--- src/rtl/exec_issue_ctl.sv ---
// Execute-stage issue/control: RAW scoreboard, flag register, jump resolution and
// the registered control word for the next stage. Optional macro EXEC_FWD_EN enables writeback forwarding.
module exec_issue_ctl #(
  parameter int REGNO    = 8,
  parameter int SB_DEPTH = 2,
  parameter int FLAG_CNT = 5,
  parameter int JC_W     = 5
) (
  input  logic                     i_clk,
  input  logic                     i_rst_n,
  input  logic                     i_submit,
  input  logic                     i_flush,
  output logic                     o_ready,
  input  logic [$clog2(REGNO)-1:0] c_l_sel,
  input  logic [$clog2(REGNO)-1:0] c_r_sel,
  input  logic                     c_l_use,
  input  logic                     c_r_use,
  input  logic [REGNO-1:0]         c_rf_ie,
  input  logic                     c_flags_ie,
  input  logic [JC_W-1:0]          c_jump_cond,
  input  logic                     c_mem_access,
  input  logic                     c_mem_we,
  input  logic [FLAG_CNT-1:0]      i_alu_flags,
  input  logic                     i_jmp_predict,
  output logic                     o_pc_inc,
  output logic                     o_pc_load,
  output logic                     o_flush,
  output logic [FLAG_CNT-1:0]      o_flags,
  input  logic                     i_wb_valid,
  input  logic [REGNO-1:0]         i_wb_ie,
  input  logic                     i_next_ready,
  output logic                     o_submit,
  output logic [REGNO-1:0]         o_reg_ie,
  output logic                     o_mem_access,
  output logic                     o_mem_we,
  output logic                     o_l_fwd,
  output logic                     o_r_fwd
);

  localparam int CNT_W = $clog2(SB_DEPTH + 1);
  localparam int CC_W  = JC_W - 1;
  localparam logic [CNT_W-1:0] CNT_ZERO = CNT_W'(0);
  localparam logic [CNT_W-1:0] CNT_ONE  = CNT_W'(1);
  localparam logic [CNT_W-1:0] CNT_FULL = CNT_W'(SB_DEPTH);

  localparam int F_C = 0;
  localparam int F_Z = 1;
  localparam int F_N = 2;
  localparam int F_O = 3;
  localparam int F_P = 4;

  localparam logic [CC_W-1:0] CC_ALW = CC_W'(0);
  localparam logic [CC_W-1:0] CC_C   = CC_W'(1);
  localparam logic [CC_W-1:0] CC_Z   = CC_W'(2);
  localparam logic [CC_W-1:0] CC_N   = CC_W'(3);
  localparam logic [CC_W-1:0] CC_GT  = CC_W'(4);
  localparam logic [CC_W-1:0] CC_LE  = CC_W'(5);
  localparam logic [CC_W-1:0] CC_NN  = CC_W'(6);
  localparam logic [CC_W-1:0] CC_NZ  = CC_W'(7);
  localparam logic [CC_W-1:0] CC_O   = CC_W'(8);
  localparam logic [CC_W-1:0] CC_P   = CC_W'(9);

  logic [CNT_W-1:0]    cnt_q [REGNO];
  logic [CNT_W-1:0]    cnt_d [REGNO];
  logic [FLAG_CNT-1:0] flags_q, flags_d;
  logic                flush_q, flush_d;
  logic                submit_q, submit_d;
  logic [REGNO-1:0]    reg_ie_q, reg_ie_d;
  logic                mem_access_q, mem_access_d;
  logic                mem_we_q, mem_we_d;

  logic             l_fwd_s, r_fwd_s;
  logic             l_haz_s, r_haz_s, full_s, hazard_s;
  logic             ready_s, fire_s, jv_s, taken_s;
  logic [REGNO-1:0] inc_s, dec_s;

  // A source at count 1 retiring this very cycle can take the writeback bus instead of stalling.
`ifdef EXEC_FWD_EN
  assign l_fwd_s = c_l_use & (cnt_q[c_l_sel] == CNT_ONE) & i_wb_valid & i_wb_ie[c_l_sel];
  assign r_fwd_s = c_r_use & (cnt_q[c_r_sel] == CNT_ONE) & i_wb_valid & i_wb_ie[c_r_sel];
`else
  assign l_fwd_s = 1'b0;
  assign r_fwd_s = 1'b0;
`endif

  assign l_haz_s  = c_l_use & (cnt_q[c_l_sel] != CNT_ZERO) & ~l_fwd_s;
  assign r_haz_s  = c_r_use & (cnt_q[c_r_sel] != CNT_ZERO) & ~r_fwd_s;
  assign hazard_s = l_haz_s | r_haz_s | full_s;
  assign ready_s  = i_next_ready & ~hazard_s;
  assign fire_s   = i_submit & ~i_flush & ready_s;
  assign jv_s     = c_jump_cond[JC_W-1];
  assign inc_s    = {REGNO{fire_s}} & c_rf_ie;

  // Destination saturation and per-register retire qualification.
  always_comb begin
    full_s = 1'b0;
    dec_s  = {REGNO{1'b0}};
    for (int r = 0; r < REGNO; r++) begin
      full_s   = full_s | (c_rf_ie[r] & (cnt_q[r] == CNT_FULL));
      dec_s[r] = i_wb_valid & i_wb_ie[r] & (cnt_q[r] != CNT_ZERO);
    end
  end

  // Jump condition decode against the registered flags.
  always_comb begin
    taken_s = 1'b0;
    case (c_jump_cond[CC_W-1:0])
      CC_ALW:  taken_s = 1'b1;
      CC_C:    taken_s = flags_q[F_C];
      CC_Z:    taken_s = flags_q[F_Z];
      CC_N:    taken_s = flags_q[F_N];
      CC_GT:   taken_s = ~(flags_q[F_N] | flags_q[F_Z]);
      CC_LE:   taken_s = flags_q[F_N] | flags_q[F_Z];
      CC_NN:   taken_s = ~flags_q[F_N];
      CC_NZ:   taken_s = ~flags_q[F_Z];
      CC_O:    taken_s = flags_q[F_O];
      CC_P:    taken_s = flags_q[F_P];
      default: taken_s = 1'b0;
    endcase
  end

  // Scoreboard next state: a matched issue and retire cancel out.
  always_comb begin
    for (int r = 0; r < REGNO; r++) begin
      cnt_d[r] = cnt_q[r];
      if (inc_s[r] & ~dec_s[r]) begin
        cnt_d[r] = cnt_q[r] + CNT_ONE;
      end else if (dec_s[r] & ~inc_s[r]) begin
        cnt_d[r] = cnt_q[r] - CNT_ONE;
      end else begin
        cnt_d[r] = cnt_q[r];
      end
    end
  end

  // Flag register, mispredict pulse and next-stage control word.
  always_comb begin
    flags_d      = flags_q;
    reg_ie_d     = reg_ie_q;
    mem_access_d = mem_access_q;
    mem_we_d     = mem_we_q;
    flush_d      = fire_s & jv_s & (taken_s ^ i_jmp_predict);
    submit_d     = fire_s;
    if (fire_s & c_flags_ie) begin
      flags_d = i_alu_flags;
    end else begin
      flags_d = flags_q;
    end
    if (fire_s) begin
      reg_ie_d     = c_rf_ie;
      mem_access_d = c_mem_access;
      mem_we_d     = c_mem_we;
    end else begin
      reg_ie_d     = reg_ie_q;
      mem_access_d = mem_access_q;
      mem_we_d     = mem_we_q;
    end
  end

  // State registers.
  always_ff @(posedge i_clk or negedge i_rst_n) begin
    if (!i_rst_n) begin
      for (int r = 0; r < REGNO; r++) begin
        cnt_q[r] <= CNT_ZERO;
      end
      flags_q      <= {FLAG_CNT{1'b0}};
      flush_q      <= 1'b0;
      submit_q     <= 1'b0;
      reg_ie_q     <= {REGNO{1'b0}};
      mem_access_q <= 1'b0;
      mem_we_q     <= 1'b0;
    end else begin
      for (int r = 0; r < REGNO; r++) begin
        cnt_q[r] <= cnt_d[r];
      end
      flags_q      <= flags_d;
      flush_q      <= flush_d;
      submit_q     <= submit_d;
      reg_ie_q     <= reg_ie_d;
      mem_access_q <= mem_access_d;
      mem_we_q     <= mem_we_d;
    end
  end

  assign o_ready      = ready_s;
  assign o_pc_load    = fire_s & jv_s & taken_s;
  assign o_pc_inc     = fire_s & ~(jv_s & taken_s);
  assign o_flush      = flush_q;
  assign o_flags      = flags_q;
  assign o_submit     = submit_q;
  assign o_reg_ie     = reg_ie_q;
  assign o_mem_access = mem_access_q;
  assign o_mem_we     = mem_we_q;
  assign o_l_fwd      = l_fwd_s;
  assign o_r_fwd      = r_fwd_s;

endmodule

--- config.mk ---
export PLATFORM = sky130hd
export DESIGN_NAME = exec_issue_ctl
export DESIGN_NICKNAME = d
export VERILOG_FILES = /design/src/rtl/exec_issue_ctl.sv
export SDC_FILE = /design/constraint.sdc
export NUM_CORES = 1
export LEC_CHECK = 0
export CAP_MARGIN = 20
export CORE_MARGIN = 2
export CORE_UTILIZATION = 30
export DETAILED_ROUTE_END_ITERATION = 10
export PLACE_DENSITY_LB_ADDON = 0.2
export RECOVER_POWER = 100
export SLEW_MARGIN = 30
export SYNTH_ARGS = -nofsm -noshare
export SYNTH_HDL_FRONTEND = slang
export SYNTH_SLANG_ARGS = --single-unit
--- constraint.sdc ---
create_clock -name i_clk -period 2.15 [get_ports i_clk]
set_input_delay 0.5375 -clock i_clk [delete_from_list [all_inputs] [get_ports i_clk]]
set_output_delay 0.5375 -clock i_clk [all_outputs]
set_load 0.005 [all_outputs]
==> impl_metrics.py <==
metrics = {
    "power": {
        "ir_drop_mv": 0.481,
        "p_leak_nw": 1.68,
        "power_frac_comb": 0.527,
        "switching_share": 0.349,
        "p_per_area_nw_per_um2": 1000,
        "seq_power_share": 0.332,
        "intPower_w": 0.00242,
        "clkPwrFrac": 0.141,
        "p_sw_w": 0.00129,
    },
    "yosys": {
        "yosys-top-cells-area": "dfrtp_1, xor2_1, mux2_4",
        "synthArstFlopShare": 1.00,
        "synth_area_leader_cell": "dfrtp_1",
        "syn_inst": 192,
        "syn_area_um2": 2040,
        "synth_common_cells": "dfrtp_1, nor2_1, xor2_1",
        "synth_edf_count": 0,
        "yosysUniqueCellTypes": 46,
        "synth_ff_type": "dfrtp_1",
        "synth_top_area_frac": 0.404,
        "synth.most_common_cell": "dfrtp_1",
        "yosysSeqAreaShare": 0.404,
        "syn_area_per_cell_um2": 10.6,
        "synth_seq_cells": 33,
        "yosysWarnings": 0,
    },
    "sta": {
        "grt_setup_unrepaired": "yes",
        "hold_violations": 0,
        "fin_ws_ns": -0.240,
        "final.setup_skew_ns": 0.00764,
        "fmaxAchievable_mhz": 418,
        "fin_crit_sh": 1.11,
        "fin_tns_setup_ns": -2.83,
        "finalCriticalPeriod_ns": 2.39,
        "setup_viol": 21,
        "tightestPinTransition_ns": 0.871,
        "slew_violations": 0,
        "slew_headroom": 0.420,
    },
    "die": {
        "die_y_um": 86.5,
        "ioPinCount": 66,
        "die-area_um2": 7480,
        "start_util": 0.306,
        "die_w_um": 86.5,
        "rows": 30,
        "coreArea_um2": 6680,
    },
    "worst_setup_path": {
        "path_max_fanout": 3,
        "critPathMaxStageDelay_ns": 0.32,
        "cp_data_required_time_ns": 1.61,
        "critPathKind": "in -> out",
        "arrival_ns": 1.85,
        "crit_slowest_cell": "or3_1",
        "endpoint_kind": "primary output",
        "r2r_cells": 12,
        "cp-start-kind": "input pin",
        "crit_chain": "clkdlybuf4s15_2 > or3_1 > a32oi_2 > a211oi_2 > or2_4 > nor3b_2 > buf_2",
    },
    "clocking": {
        "clk_pin_slew_ns": 0.07,
        "h-tree-depth": 2,
        "clock_sink_count": 33,
        "cts_tree": "built",
        "cts_root_buf": "clkbuf_8",
        "numCtsBuffers": 5,
        "clock_path_buffers": 2,
        "clk_latency_ns": 0.29,
    },
    "drt": {
        "dr.pass1.iters": 4,
        "vias_per_cell": 4.76,
        "antenna_left": 0,
        "wl_per_cell_um": 15.1,
        "wl_um": 5900,
        "vias": 1866,
        "drc": 0,
        "drt_iter0_drc": 59,
    },
    "placed_design": {
        "dpl.hpwl_um": 3930,
        "gp_congestion": 0.837,
        "placed_cells": 373,
        "portBuffers": 63,
    },
    "grt": {
        "grt_pass1_vias": 1901,
        "grt_remaining_overflow": 0,
        "grt.total_usage": 0.153,
        "grt_pass1_wl_um": 8920,
        "grt_max_degree": 34,
        "antenna_found_initial": 0,
    },
    "cells_and_area": {
        "drive_above_1_share": 0.497,
        "nets": 363,
        "stdcell_count": 392,
        "area_growth_pct": 81.2,
        "diodes": 0,
    },
    "status": {
        "failed_checks": "negative setup slack",
        "status": "complete, but fails checks",
    },
    "run": {
        "drv_cap": 0,
    },
    "min_path": {
        "hold_depth": 1,
        "hold_class": "reg -> reg",
    },
}
==> stage by stage <==
stage	instance area (µm²)	util	hold WS [ns]	power (W)	setup WS, ns
4_1_cts	3360	0.503	0.515	0.00354	-0.290
5_1_grt	3700	0.554	0.533	0.00397	-0.343
3_5_place_dp	3110	0.466	0.492	0.00285	-1.07
3_3_place_gp	3110	0.466	0.494	0.00283	-1.05
2_1_floorplan	2110	-	0.242	0.00200	-0.0927
6_report	3700	0.554	0.503	0.00371	-0.240
==> cell usage in the layout (no fill, tap or decap), types with 2 or more instances in the layout <==
cell / netlist / routed
buf_4: 3 / 45
dfrtp_1: 33 / 28
clkdlybuf4s50_1: 0 / 22
dlygate4sd3_1: 0 / 18
dlygate4sd2_1: 0 / 14
inv_1: 12 / 12
xor2_1: 16 / 12
nor2_4: 0 / 9
nand2_1: 8 / 8
o211ai_1: 8 / 8
mux2_2: 8 / 8
ha_4: 0 / 8
mux2_4: 7 / 7
clkbuf_8: 0 / 7
xnor2_2: 0 / 6
buf_6: 5 / 6
nor2_1: 19 / 5
nor2_2: 0 / 5
dfrtp_2: 0 / 5
buf_2: 0 / 5
nor4b_4: 0 / 4
nor3b_2: 1 / 4
xor2_2: 0 / 4
o21bai_1: 3 / 3
nor3_1: 7 / 3
nand3b_1: 3 / 3
clkbuf_2: 1 / 3
nor2b_1: 2 / 2
nor3_2: 0 / 2
a311oi_2: 0 / 2
a32oi_2: 1 / 2
nor3_4: 0 / 2
nand2b_1: 3 / 2
and3b_1: 2 / 2
a21oi_2: 1 / 2
xnor2_1: 8 / 2
conb_1: 1 / 2
clkbuf_16: 0 / 2
clkdlybuf4s15_2: 0 / 2
buf_12: 0 / 2
==> per-layer routing <==
metal,share of wire,track usage,wire length [µm],vias up
met5,0,0,0,-
met4,0.016,0.0526,96,0
met3,0.038,0.0343,224,7
met2,0.50,0.251,2970,45
met1,0.44,0.200,2610,906
li1,-,-,-,908
==> worst max-delay path: cells and delay by family <==
family                 cells  cell delay, ns
AO/OA/AOI/OAI              2            0.29
AND/OR/NAND/NOR            3            0.71
buffers and inverters      2            0.31
==> logic make-up after synthesis <==
family | synth area share
flops | 0.404
xor+xnor | 0.103
mux | 0.0956
simple gates | 0.177
other cells | 0.00184
fa+ha+maj | 0.0490
buf+inv | 0.0649
compound gates | 0.104
==> registers in the layout (all words and copies together) (netlist names) <==
name,cells
o_flags,5
o_mem_we,1
cnt_q,16
o_reg_ie,8
o_submit,1
o_flush,1
o_mem_access,1
==> final timing paths <==
path                                 startpoint                endpoint  slack [ns]
setup / recovery                 c_jump_cond[1]               o_pc_load       -0.24
hold / removal             o_mem_we$_DFFE_PN0N_    o_mem_we$_DFFE_PN0N_        0.50
setup reg to reg           cnt_q[7]$_DFFE_PN0P_   cnt_q[13]$_DFFE_PN0P_       -0.22
hold reg to reg            o_mem_we$_DFFE_PN0N_    o_mem_we$_DFFE_PN0N_        0.50
max in group asynchronous               i_rst_n   cnt_q[11]$_DFFE_PN0P_        0.65
min in group asynchronous               i_rst_n  o_flags[4]$_DFFE_PN0P_        0.89
==> power by group through the flow <==
stage	logic (W)	clock network [W]	registers, W
2_1_floorplan	0.000822	0	0.00118
3_3_place_gp	0.00164	0	0.00120
3_5_place_dp	0.00165	0	0.00119
4_1_cts	0.00178	0.000537	0.00123
5_1_grt	0.00212	0.000572	0.00128
6_report	0.00196	0.000522	0.00123
==> repair_timing <==
action	4_1_cts	5_1_grt
cloned	0	2
pin swaps	26	24
buffers inserted	6	3
hold buffers	0	0
endpoints found under the hold margin	0	0
endpoints found under the setup margin	35	19
gates resized for setup	79	55
==> final cells by class <==
cell class	instances	area, µm²
Inverter	12	45.0
Multi-Input combinational cell	138	1520
Sequential cell	33	832
Clock buffer	7	96.3
Fill cell	586	2980
Timing Repair Buffer	121	1100
Tap cell	80	100
Clock inverter	1	5.00
(Power assumes the default switching activity.)
==> patch 1, RTL diff (same flow settings) <==
Build with the macro `EXEC_FWD_EN` defined.
--- a/src/rtl/exec_issue_ctl.sv
+++ b/src/rtl/exec_issue_ctl.sv
@@ -2,2 +2,4 @@
 // the registered control word for the next stage. Optional macro EXEC_FWD_EN enables writeback forwarding.
+`define EXEC_FWD_EN
+
 module exec_issue_ctl #(
Check against the original RTL: not equivalent (a bounded check fails within 4 cycles, from zero or initial values and one cycle with i_rst_n low).
==> patch 1 against the unedited design <==
- the run still ends with negative setup slack left
- design area is 7.0% higher
- critical path depth is 2 higher
- via count is 9.6% higher
- routed wire length is 17% higher
- die area is 6.3% higher
- power is 9.6% higher
- global-route usage is 4.0 points higher
- setup slack worse by 0.51 ns
- sequential power is 6% lower
- sequential cell count stayed put
- synthesized area is 6.6% higher
- combinational power is 21% higher
- clock power is 1% higher
- largest cell class unchanged
- largest power group unchanged
- highest routed layer unchanged
==> patch 1: results <==
{
  "grt.met1_usage_pct": 22.3,
  "h-tree-depth": 2,
  "port_buffers": 65,
  "hpwlAfterDp_um": 4730,
  "grt_util_all_layers_pct": 19.3,
  "grt_first_pass_wirelength_um": 11400,
  "placed_area_um2": 3400,
  "skew_ns": 0.00270,
  "fin_nets": 382,
  "gr-usage-met3_pct": 5.82,
  "regToRegStartpoint": "cnt_q[4]",
  "yosysSeqAreaShare_pct": 37.9,
  "largest_reg_flops": 16,
  "cp_slowest_stage_delay_ns": 0.52,
  "p_leak_uw": 0.00177,
  "hold_path.class": "in2async",
  "violations": "negative setup slack",
  "peakVddDrop_v": 0.000424,
  "tns_ns": -20.01,
  "first_pass_iters": 4,
  "ff2ff_setup_slack_ns": -0.68,
  "drt_iter0_drc": 71,
  "synth_area_leaders": "dfrtp_1, mux4_2, xor2_1",
  "vias": 2045,
  "synth_common_cells": "dfrtp_1, xor2_1, nor2_1",
  "worst-endpoint-arrival_ns": 2.36,
  "diodes": 0,
  "reg2reg_to": "cnt_q[9]",
  "synth.distinct_cells": 39,
  "cp_slowest_cell": "mux4_2",
  "drive_above_1_share_pct": 48.6,
  "layout_setup_ws_ns": -0.750,
  "setup_viol": 38,
  "wl_per_cell_um": 16.0,
  "worstMarginPinSlew_ns": 0.903,
  "critPathMaxFanout": 4,
  "grt_max_degree": 34,
  "grt_pass1_vias": 2307,
  "critPathTopFamily": "multiplexers",
  "gp_congestion": 0.850,
  "regMostFlops": "cnt_q",
  "status": "finished, violations left",
  "grt_use_met2_pct": 33.9
}
-- patch 1: changes by cell type in the layout (fill, tap and decap cells not counted), sizes merged, moves of 7 or more --
cell / unedited run / this run
dlygate4sd2: 14 / 6
mux4: 0 / 10
and2: 1 / 9
buf: 58 / 86
inv: 12 / 5
-- patch 1: per-layer routing --
metal	vias to the layer above	part of all wire, %
li1	971	-
met4	0	2.1
met3	13	6.5
met1	994	41
met5	-	0
met2	67	51
-- patch 1: how the worst max path moves through the flow --
stage                    start       end  slack [ns]  cells after the start
floorplan           c_l_sel[1]  o_pc_inc       -0.76                      8
global placement    c_l_sel[1]  o_pc_inc       -1.61                      8
detailed placement  c_l_sel[1]  o_pc_inc       -1.64                      8
CTS                  cnt_q[11]  o_pc_inc       -0.77                      7
global route        c_r_sel[0]  o_pc_inc       -0.85                      9
finish              c_r_sel[0]  o_pc_inc       -0.75                      9
-- patch 1: power breakdown --
part	switching, uW	internal, uW
sequential	240	921
clock	239	290
combinational	871	1510
-- patch 1: cell families after synthesis --
group | synth area share [%]
AO/OA/AOI/OAI | 9.14
flip-flops | 37.9
buffers and inverters | 3.05
XOR/XNOR | 9.66
adder cells (fa/ha/maj) | 4.60
AND/OR/NAND/NOR | 13.7
multiplexers | 21.9
-- patch 1: cell type report --
cell class	count	area (um2)
Fill cell	650	3180
Sequential cell	33	826
Multi-Input combinational cell	143	1600
Clock buffer	7	96.3
Timing Repair Buffer	142	1290
Clock inverter	1	5.00
Inverter	5	18.8
Tap cell	99	124
-- patch 1: stage by stage --
step                      utilization, %  instances  total power (uW)  worst slack [ns]  hold slack (ns)
after floorplan                        -        188              2120            -0.757            0.242
after global placement              47.7        400              3120             -1.61            0.498
after detailed placement            47.7        400              3150             -1.64            0.497
after global routing                55.5        430              4360            -0.849            0.432
after CTS                           54.9        427              4070            -0.767            0.368
final                               55.5        430              4070            -0.750            0.363
-- patch 1: repair_timing --
action	4_1_cts	5_1_grt
pin swaps	20	7
buffers inserted	18	6
gates cloned	3	0
setup endpoints to repair	38	38
gates resized for setup	117	5
==> patch 2, RTL diff (config.mk and constraints unchanged) <==
Without the edit above. Reset style: synchronous (`i_rst_n`), changed in one clocked block.
--- a/src/rtl/exec_issue_ctl.sv
+++ b/src/rtl/exec_issue_ctl.sv
@@ -160,3 +160,3 @@
   // State registers.
-  always_ff @(posedge i_clk or negedge i_rst_n) begin
+  always_ff @(posedge i_clk) begin
     if (!i_rst_n) begin
Behaviour: differs if i_rst_n is asserted again (counterexample within 4 cycles, from zero or initial values and one cycle with i_rst_n low); with i_rst_n held inactive, the same outputs for 4 cycles.
==> patch 2 against the unedited design <==
- the flow still finishes with violations (negative setup slack)
- critical path type unchanged
- sequential cell count is the same
- routed wire length down 3.3%
- design area shrank 4.8%
- synthesized area shrank 0.43%
- setup slack lost 0.16 ns
- core utilization down 2.7 points
Power is not compared: it rests on default switching activity, and its combinational part moved more than twofold at a synthesized area within 25%.
==> patch 2: results <==
{
  "status": "finished, violations left",
  "violations": "negative setup slack",
  "routed_via_density": 4.76,
  "n_sequential_cell": 33,
  "drt_iter0_drc": 36,
  "gp_congestion": 0.831,
  "synth_mux_area_share_pct": 7.38,
  "synth_common_cells": "nand2_1, dfxtp_1, mux2i_1",
  "grt.met1_usage_pct": 19.0,
  "dp_cells": 411,
  "worst-endpoint-arrival_ns": 2.01,
  "grt_first_pass_wirelength_um": 9430,
  "fin_nets": 398,
  "setup_viol": 19,
  "grt_pass1_vias": 2015,
  "synth_compound_area_share_pct": 15.8,
  "cp_slowest_cell": "clkdlybuf4s50_1",
  "die_x_um": 86.3,
  "synthXorXnorAreaFrac_pct": 7.32,
  "preCtsSetupSlack_ns": -1.14,
  "layout_setup_ws_ns": -0.402,
  "synth_area_leaders": "dfxtp_1, mux2i_1, nand2_1",
  "met3_length_um": 250,
  "wl_per_cell_um": 13.4,
  "grt_max_degree": 49,
  "drive_above_1_share_pct": 32.0,
  "grt_use_met2_pct": 27.7
}
[patch 2: changes by cell type after synthesis, moves of 8 or more]
cell      unedited run  this run
a21boi_0             0         8
inv_1               12         4
dfrtp_1             33         0
nand2_1              8        36
xor2_1              16         8
nor2_1              19         2
mux2_2               8         0
and2_2               0         9
mux2i_1              0        15
and2_1               1        10
dfxtp_1              0        33
[patch 2: path summary, 6_finish.rpt]
check	from	to	slack, ns	depth (start not counted)
max	c_rf_ie[0]	o_pc_load	-0.40	8
min	o_mem_we	o_mem_we	0.46	2
max reg2reg	cnt_q[2][1]	cnt_q[0][1]	-0.33	9
min reg2reg	o_mem_we	o_mem_we	0.46	2
[patch 2: repair_timing]
item	in CTS	in global routing
setup endpoints to repair	36	19
hold endpoints to repair	0	0
pin swaps	9	11
setup buffers	5	3
resized for setup	50	15
